**src/rtl/fb_pkg.sv**
```systemverilog
// rtl/fb_pkg.sv - shared framebuffer geometry defaults, pixel types and packing helper
package fb_pkg;

  localparam int unsigned FB_WIDTH_DEF  = 160;
  localparam int unsigned FB_HEIGHT_DEF = 120;
  localparam logic [15:0] FB_BASE_DEF   = 16'h0000;

  typedef logic [11:0] rgb444_t;
  typedef logic [15:0] fb_addr_t;

  // One RAM word per pixel: colour in the low 12 bits, top nibble unused
  function automatic logic [15:0] pack_pixel(input rgb444_t color);
    return {4'b0000, color};
  endfunction

endpackage

```
**src/rtl/fb_rect_writer.sv**
```systemverilog
// rtl/fb_rect_writer.sv - clipped solid-rectangle filler driving framebuffer RAM port A
module fb_rect_writer
  import fb_pkg::*;
#(
  parameter int unsigned FB_WIDTH  = FB_WIDTH_DEF,
  parameter int unsigned FB_HEIGHT = FB_HEIGHT_DEF,
  parameter fb_addr_t    FB_BASE   = FB_BASE_DEF,
  parameter int unsigned X_W       = 8,
  parameter int unsigned Y_W       = 7
) (
  input  logic           clock,
  input  logic           reset_n,
  input  logic           cmd_valid,
  output logic           cmd_ready,
  input  logic [X_W-1:0] cmd_x,
  input  logic [Y_W-1:0] cmd_y,
  input  logic [X_W-1:0] cmd_w,
  input  logic [Y_W-1:0] cmd_h,
  input  logic [11:0]    cmd_color,
  output logic [15:0]    wr_address,
  output logic [15:0]    wr_data,
  output logic           wren,
  output logic           busy,
  output logic           done
);

  localparam fb_addr_t WIDTH_A  = fb_addr_t'(FB_WIDTH);
  localparam fb_addr_t HEIGHT_A = fb_addr_t'(FB_HEIGHT);
  localparam fb_addr_t ONE_A    = 16'd1;

  typedef enum logic [1:0] {S_IDLE, S_SETUP, S_WRITE, S_DONE} state_t;

  state_t state, state_nxt;

  logic [X_W-1:0] x_q, w_q;
  logic [Y_W-1:0] y_q, h_q;
  rgb444_t        color_q;

  fb_addr_t cw, ch, col, row, row_base;

  fb_addr_t x_a, y_a, w_a, h_a, room_x, room_y, cw_a, ch_a, setup_base;
  logic     empty, last_col, last_px;

  logic     wren_d, done_d;
  fb_addr_t addr_d;
  logic [15:0] data_d;

  // Clip the registered command against the screen and find the first row's base address
  always_comb begin
    x_a        = fb_addr_t'(x_q);
    y_a        = fb_addr_t'(y_q);
    w_a        = fb_addr_t'(w_q);
    h_a        = fb_addr_t'(h_q);
    empty      = (w_a == '0) || (h_a == '0) || (x_a >= WIDTH_A) || (y_a >= HEIGHT_A);
    room_x     = WIDTH_A - x_a;
    room_y     = HEIGHT_A - y_a;
    cw_a       = (w_a < room_x) ? w_a : room_x;
    ch_a       = (h_a < room_y) ? h_a : room_y;
    setup_base = FB_BASE + y_a * WIDTH_A;
    last_col   = (col == cw - ONE_A);
    last_px    = last_col && (row == ch - ONE_A);
  end

  // State register
  always_ff @(posedge clock or negedge reset_n) begin
    if (!reset_n) begin
      state <= S_IDLE;
    end else begin
      state <= state_nxt;
    end
  end

  // Next-state: empty rectangles skip straight from SETUP to DONE
  always_comb begin
    state_nxt = state;
    case (state)
      S_IDLE:  if (cmd_valid) state_nxt = S_SETUP;
      S_SETUP: state_nxt = empty ? S_DONE : S_WRITE;
      S_WRITE: if (last_px) state_nxt = S_DONE;
      S_DONE:  state_nxt = S_IDLE;
      default: state_nxt = S_IDLE;
    endcase
  end

  // Next values of the registered RAM-port outputs; row changes jump to the next row's left edge
  always_comb begin
    wren_d = 1'b0;
    done_d = 1'b0;
    addr_d = wr_address;
    data_d = wr_data;
    case (state)
      S_SETUP: begin
        if (empty) begin
          done_d = 1'b1;
        end else begin
          wren_d = 1'b1;
          addr_d = setup_base + x_a;
          data_d = pack_pixel(color_q);
        end
      end
      S_WRITE: begin
        if (last_px) begin
          done_d = 1'b1;
        end else begin
          wren_d = 1'b1;
          addr_d = last_col ? (row_base + WIDTH_A + x_a) : (wr_address + ONE_A);
        end
      end
      default: ;
    endcase
  end

  // Output registers, cleared immediately by reset so an aborted fill stops writing at once
  always_ff @(posedge clock or negedge reset_n) begin
    if (!reset_n) begin
      wren       <= 1'b0;
      done       <= 1'b0;
      wr_address <= '0;
      wr_data    <= '0;
    end else begin
      wren       <= wren_d;
      done       <= done_d;
      wr_address <= addr_d;
      wr_data    <= data_d;
    end
  end

  // Command capture and column/row walk of the clipped rectangle
  always_ff @(posedge clock or negedge reset_n) begin
    if (!reset_n) begin
      x_q      <= '0;
      y_q      <= '0;
      w_q      <= '0;
      h_q      <= '0;
      color_q  <= '0;
      cw       <= '0;
      ch       <= '0;
      col      <= '0;
      row      <= '0;
      row_base <= '0;
    end else begin
      case (state)
        S_IDLE: begin
          if (cmd_valid) begin
            x_q     <= cmd_x;
            y_q     <= cmd_y;
            w_q     <= cmd_w;
            h_q     <= cmd_h;
            color_q <= cmd_color;
          end
        end
        S_SETUP: begin
          cw       <= cw_a;
          ch       <= ch_a;
          col      <= '0;
          row      <= '0;
          row_base <= setup_base;
        end
        S_WRITE: begin
          if (last_col) begin
            col      <= '0;
            row      <= row + ONE_A;
            row_base <= row_base + WIDTH_A;
          end else begin
            col <= col + ONE_A;
          end
        end
        default: ;
      endcase
    end
  end

  assign cmd_ready = (state == S_IDLE);
  assign busy      = (state != S_IDLE);

endmodule

```
**config.mk**
```make
export PLATFORM = sky130hd
export DESIGN_NAME = fb_rect_writer
export DESIGN_NICKNAME = d
export VERILOG_FILES = /design/src/rtl/fb_pkg.sv /design/src/rtl/fb_rect_writer.sv
export SDC_FILE = /design/constraint.sdc
export NUM_CORES = 1
export LEC_CHECK = 0
export CAP_MARGIN = 25
export CORE_MARGIN = 4
export CORE_UTILIZATION = 28
export CTS_BUF_LIST = sky130_fd_sc_hd__clkbuf_4 sky130_fd_sc_hd__clkbuf_8 sky130_fd_sc_hd__clkbuf_16
export CTS_CLUSTER_DIAMETER = 120
export DETAILED_ROUTE_END_ITERATION = 7
export PLACE_DENSITY = 0.54
export SLEW_MARGIN = 20
export SYNTH_ARGS = -nofsm -noshare
export SYNTH_HDL_FRONTEND = slang
export SYNTH_SLANG_ARGS = --single-unit
```
**constraint.sdc**
```tcl
create_clock -name clock -period 3 [get_ports clock]
set_input_delay 0.45 -clock clock [delete_from_list [all_inputs] [get_ports clock]]
set_output_delay 0.45 -clock clock [all_outputs]
set_load 0.03 [all_outputs]
```
==> results.md <==
- Outcome: finished with violations
- Violations in the final reports: setup timing
- Most frequent cells in the layout: dfrtp_1, clkdlybuf4s50_1, nor2_1, buf_4, mux2_2
- Non-Filler Instances: ~1400
- Worst Hold Class: input pin to asynchronous set/reset pin
- Worst slack, placed: -0.07758 ns
- WP data arrival: between 3 and 4 ns
- IO Port Bufs: 76
- Global-route wire length before repair: 36430 um
- Antenna violations before repair: 0
- R2r setup slk: -0.0007 ns
- N_diodes: 0
- Hold Violations, Final: 0
- EDFF count, synth: 0
- Hold_buf cts: 0
- Critical R2R Capture: wr_address[11]
- Core area: between 20000 and 30000 um2
- Worst-skew pair later-pin latency: ~0.43 ns
- Crit start category: flip-flop
- Clock-pin slew on the worst setup and hold paths: 0.07 ns
- Final wirelength: ~23000 um
- Final setup vio count: 1
- Synth top area cells: dfrtp_1, mux2_2, ha_1, xnor2_1, xor2_1
- Largest net degree at the start of global routing: approximately 140
- TritonCTS Buffers: 17
- R2r worst-path depth: 12
- FP Rows: 63
- DRC: 0
- Die H: approximately 180 um
- Tmin final: ~3 ns
- FMAX: around 0.33 GHz
- Worst slew pin tran: roughly 0.9 ns
- Peak supply drop: 0.0005165 V
- Die ar.: roughly 33000 um2
- Fin worst setup slack: -0.0007327 ns
- Cell area after synthesis: between 8000 and 9000 um2
- Fin Hold WS: between 0.06 and 0.07 ns
- CP endpoint: wr_address[11]
- Final Slew Violations: 0
- Register area share after synthesis: between 30 and 40%
- Worst EP required: roughly 3.3 ns
- Hpwl dp: about 16000 um
- Layout area overhead: 31.07%
- RSZ-0062 raised after global routing: yes
- Max_slew headroom: between 40% and 50%
- DR iter-0 viols: approximately 330
- Share of the synthesized area in the top cell type: between 30% and 40%
- Die W: between 150 and 200 um
- Dpl cells: 1384
- Synth Area per Inst: approximately 9.5 um2
- Post-route cell area: between 10000 and 15000 um2
- Drt via density: around 4.9
- Period utilization: 100.0%
- CTS sink cnt: between 100 and 150
- P_leak: around 4.7 nW
- I/O pin count: a little over 80
- Max Cap Violations: 0
- Initial Util: approximately 28%
- Most common cell after layout, fill and taps aside: dfrtp_1
- Asr flop ratio synth: 100.0%
- Worst-path maximum fanout: 6
- Vias: between 6000 and 7000
- CTS tree: done
- Type of the worst setup path: flip-flop to flip-flop
- Cells after synthesis: a little under 900
- Grt ovf: 0
- Layout cells sized above 1: 20.56%
- Worst r2r src: cw[1]
- Setup Skew: 0.01418 ns
- Synth Flop Type: dfrtp_1
- Distinct cells, synth: 71
- Area leader, netlist: dfrtp_1
- Global-route usage over all layers: between 10% and 20%
- Vias in the first global route: approximately 6800
- WL/cell: ~16 um
- Nets: roughly 1100
- CTS max path bufs: 2
- Placer congestion estimate: ~0.82
- H-tree levels: 4
- CTS root buffer: clkbuf_16
- Crit. Startpoint: cw[1]
- Number of synthesized register bits: ~130
- CP Capture Type: flip-flop
- Synth Warn #: 0
- Post-placement cell area: about 10000 um2
- PwrDens: 1282 nW/um2
- Drt first pass iters: 4
- Final ANT Viol Nets: 0
[worst min path at each step]
stage / from / end / slack, ns / depth (start not counted)
after CTS: reset_n / col[13] / 0.16 / 2
after detailed placement: color_q[4] / wr_data[4] / 0.49 / 1
after floorplan: reset_n / ch[0] / 0.15 / 0
after global routing: reset_n / col[7] / 0.18 / 2
final: reset_n / col[13] / 0.07 / 2
after global placement: color_q[9] / wr_data[9] / 0.48 / 1
[flip-flops by register name, summed over array words and instances (netlist names)]
| register | cells |
|---|---|
| w_q | 8 |
| h_q | 7 |
| state | 2 |
| col | 16 |
| wren | 1 |
| x_q | 8 |
| wr_data | 12 |
| wr_address | 16 |
| color_q | 12 |
| row_base | 11 |
| cw | 9 |
| y_q | 7 |
| ch | 8 |
| row | 16 |
| done | 1 |
[what timing repair did]
item,CTS,global route
cloned,1,3
resized for setup,9,47
buffers inserted,1,10
endpoints found under the hold margin,0,0
pin swaps,2,18
setup endpoints to repair,17,58
[critical path, cell delays in order, from the launching register on]
cell and delay, ns:
dfrtp_1 0.38, inv_1 0.06, ha_2 0.16, or3b_4 0.38, or4_4 0.42, a211o_4 0.37, nor4b_4 0.27, buf_6 0.19
buf_6 0.14, nand3_2 0.08, o21ai_2 0.08, a21oi_2 0.06, mux2_4 0.27
[routing by layer]
layer  up-vias  GRT usage, %  wire length [um]
li1       3472             -                 -
met1      3354         18.80             10840
met2       118         21.36             10580
met3        19         2.764               882
met4         0         4.023               306
met5         -             0                 0
[cell usage after synthesis (3+ instances only)]
library cell / count
dfrtp_1: 134
nor2_1: 74
mux2_2: 61
nand2_1: 57
xnor2_1: 48
inv_1: 43
a21oi_1: 42
ha_1: 41
nand3_1: 39
o21ai_0: 36
xor2_1: 34
clkbuf_1: 24
a31oi_1: 18
and3_1: 16
nor2b_1: 16
nor3_1: 16
nand2b_1: 14
or3_1: 14
mux2i_1: 13
nand4_1: 11
a21o_1: 10
a22o_1: 9
nor4_1: 9
buf_2: 8
o22ai_1: 8
o2111ai_1: 7
o21a_1: 7
nor3b_1: 6
buf_1: 5
and2_1: 4
buf_4: 4
nand3b_1: 4
o211ai_1: 4
a31o_2: 3
nor4b_1: 3
o221ai_1: 3
or2_2: 3
or4_1: 3
[power breakdown]
| group | internal (mW) | switching (mW) |
|---|---|---|
| registers | 2.52 | 0.724 |
| logic | 4.20 | 4.59 |
| clock network | 1.29 | 0.919 |
[metrics by stage]
stage	power, mW	utilization, %	setup TNS [ns]
finish	14.25	37.31	-0.0007327
CTS	13.84	36.26	-0.04112
floorplan	8.640	-	-0.1518
global route	15.44	37.31	-2.443
global placement	11.31	33.90	0
detailed placement	11.38	33.90	-0.3189
[cell families after synthesis]
kind of cell | count (synthesis) | share of synthesized area (%)
AO/OA/AOI/OAI | 175 | 13.47
adder cells (fa/ha/maj) | 43 | 6.521
multiplexers | 74 | 9.634
XOR/XNOR | 82 | 8.469
AND/OR/NAND/NOR | 298 | 17.98
flip-flops | 134 | 39.54
other | 1 | 0.04422
buffers and inverters | 87 | 4.338
[layout make-up]
cell class              count  area [um2]
clock buffers              18       439.2
clock inverters            14       180.2
fillers                  3037       18680
inverters                  43       161.4
multi-input cells         677        4995
flip-flops and latches    134        3353
well taps                 390       488.0
repair buffers            155        1499
Power figures use the tool's default switching activity.
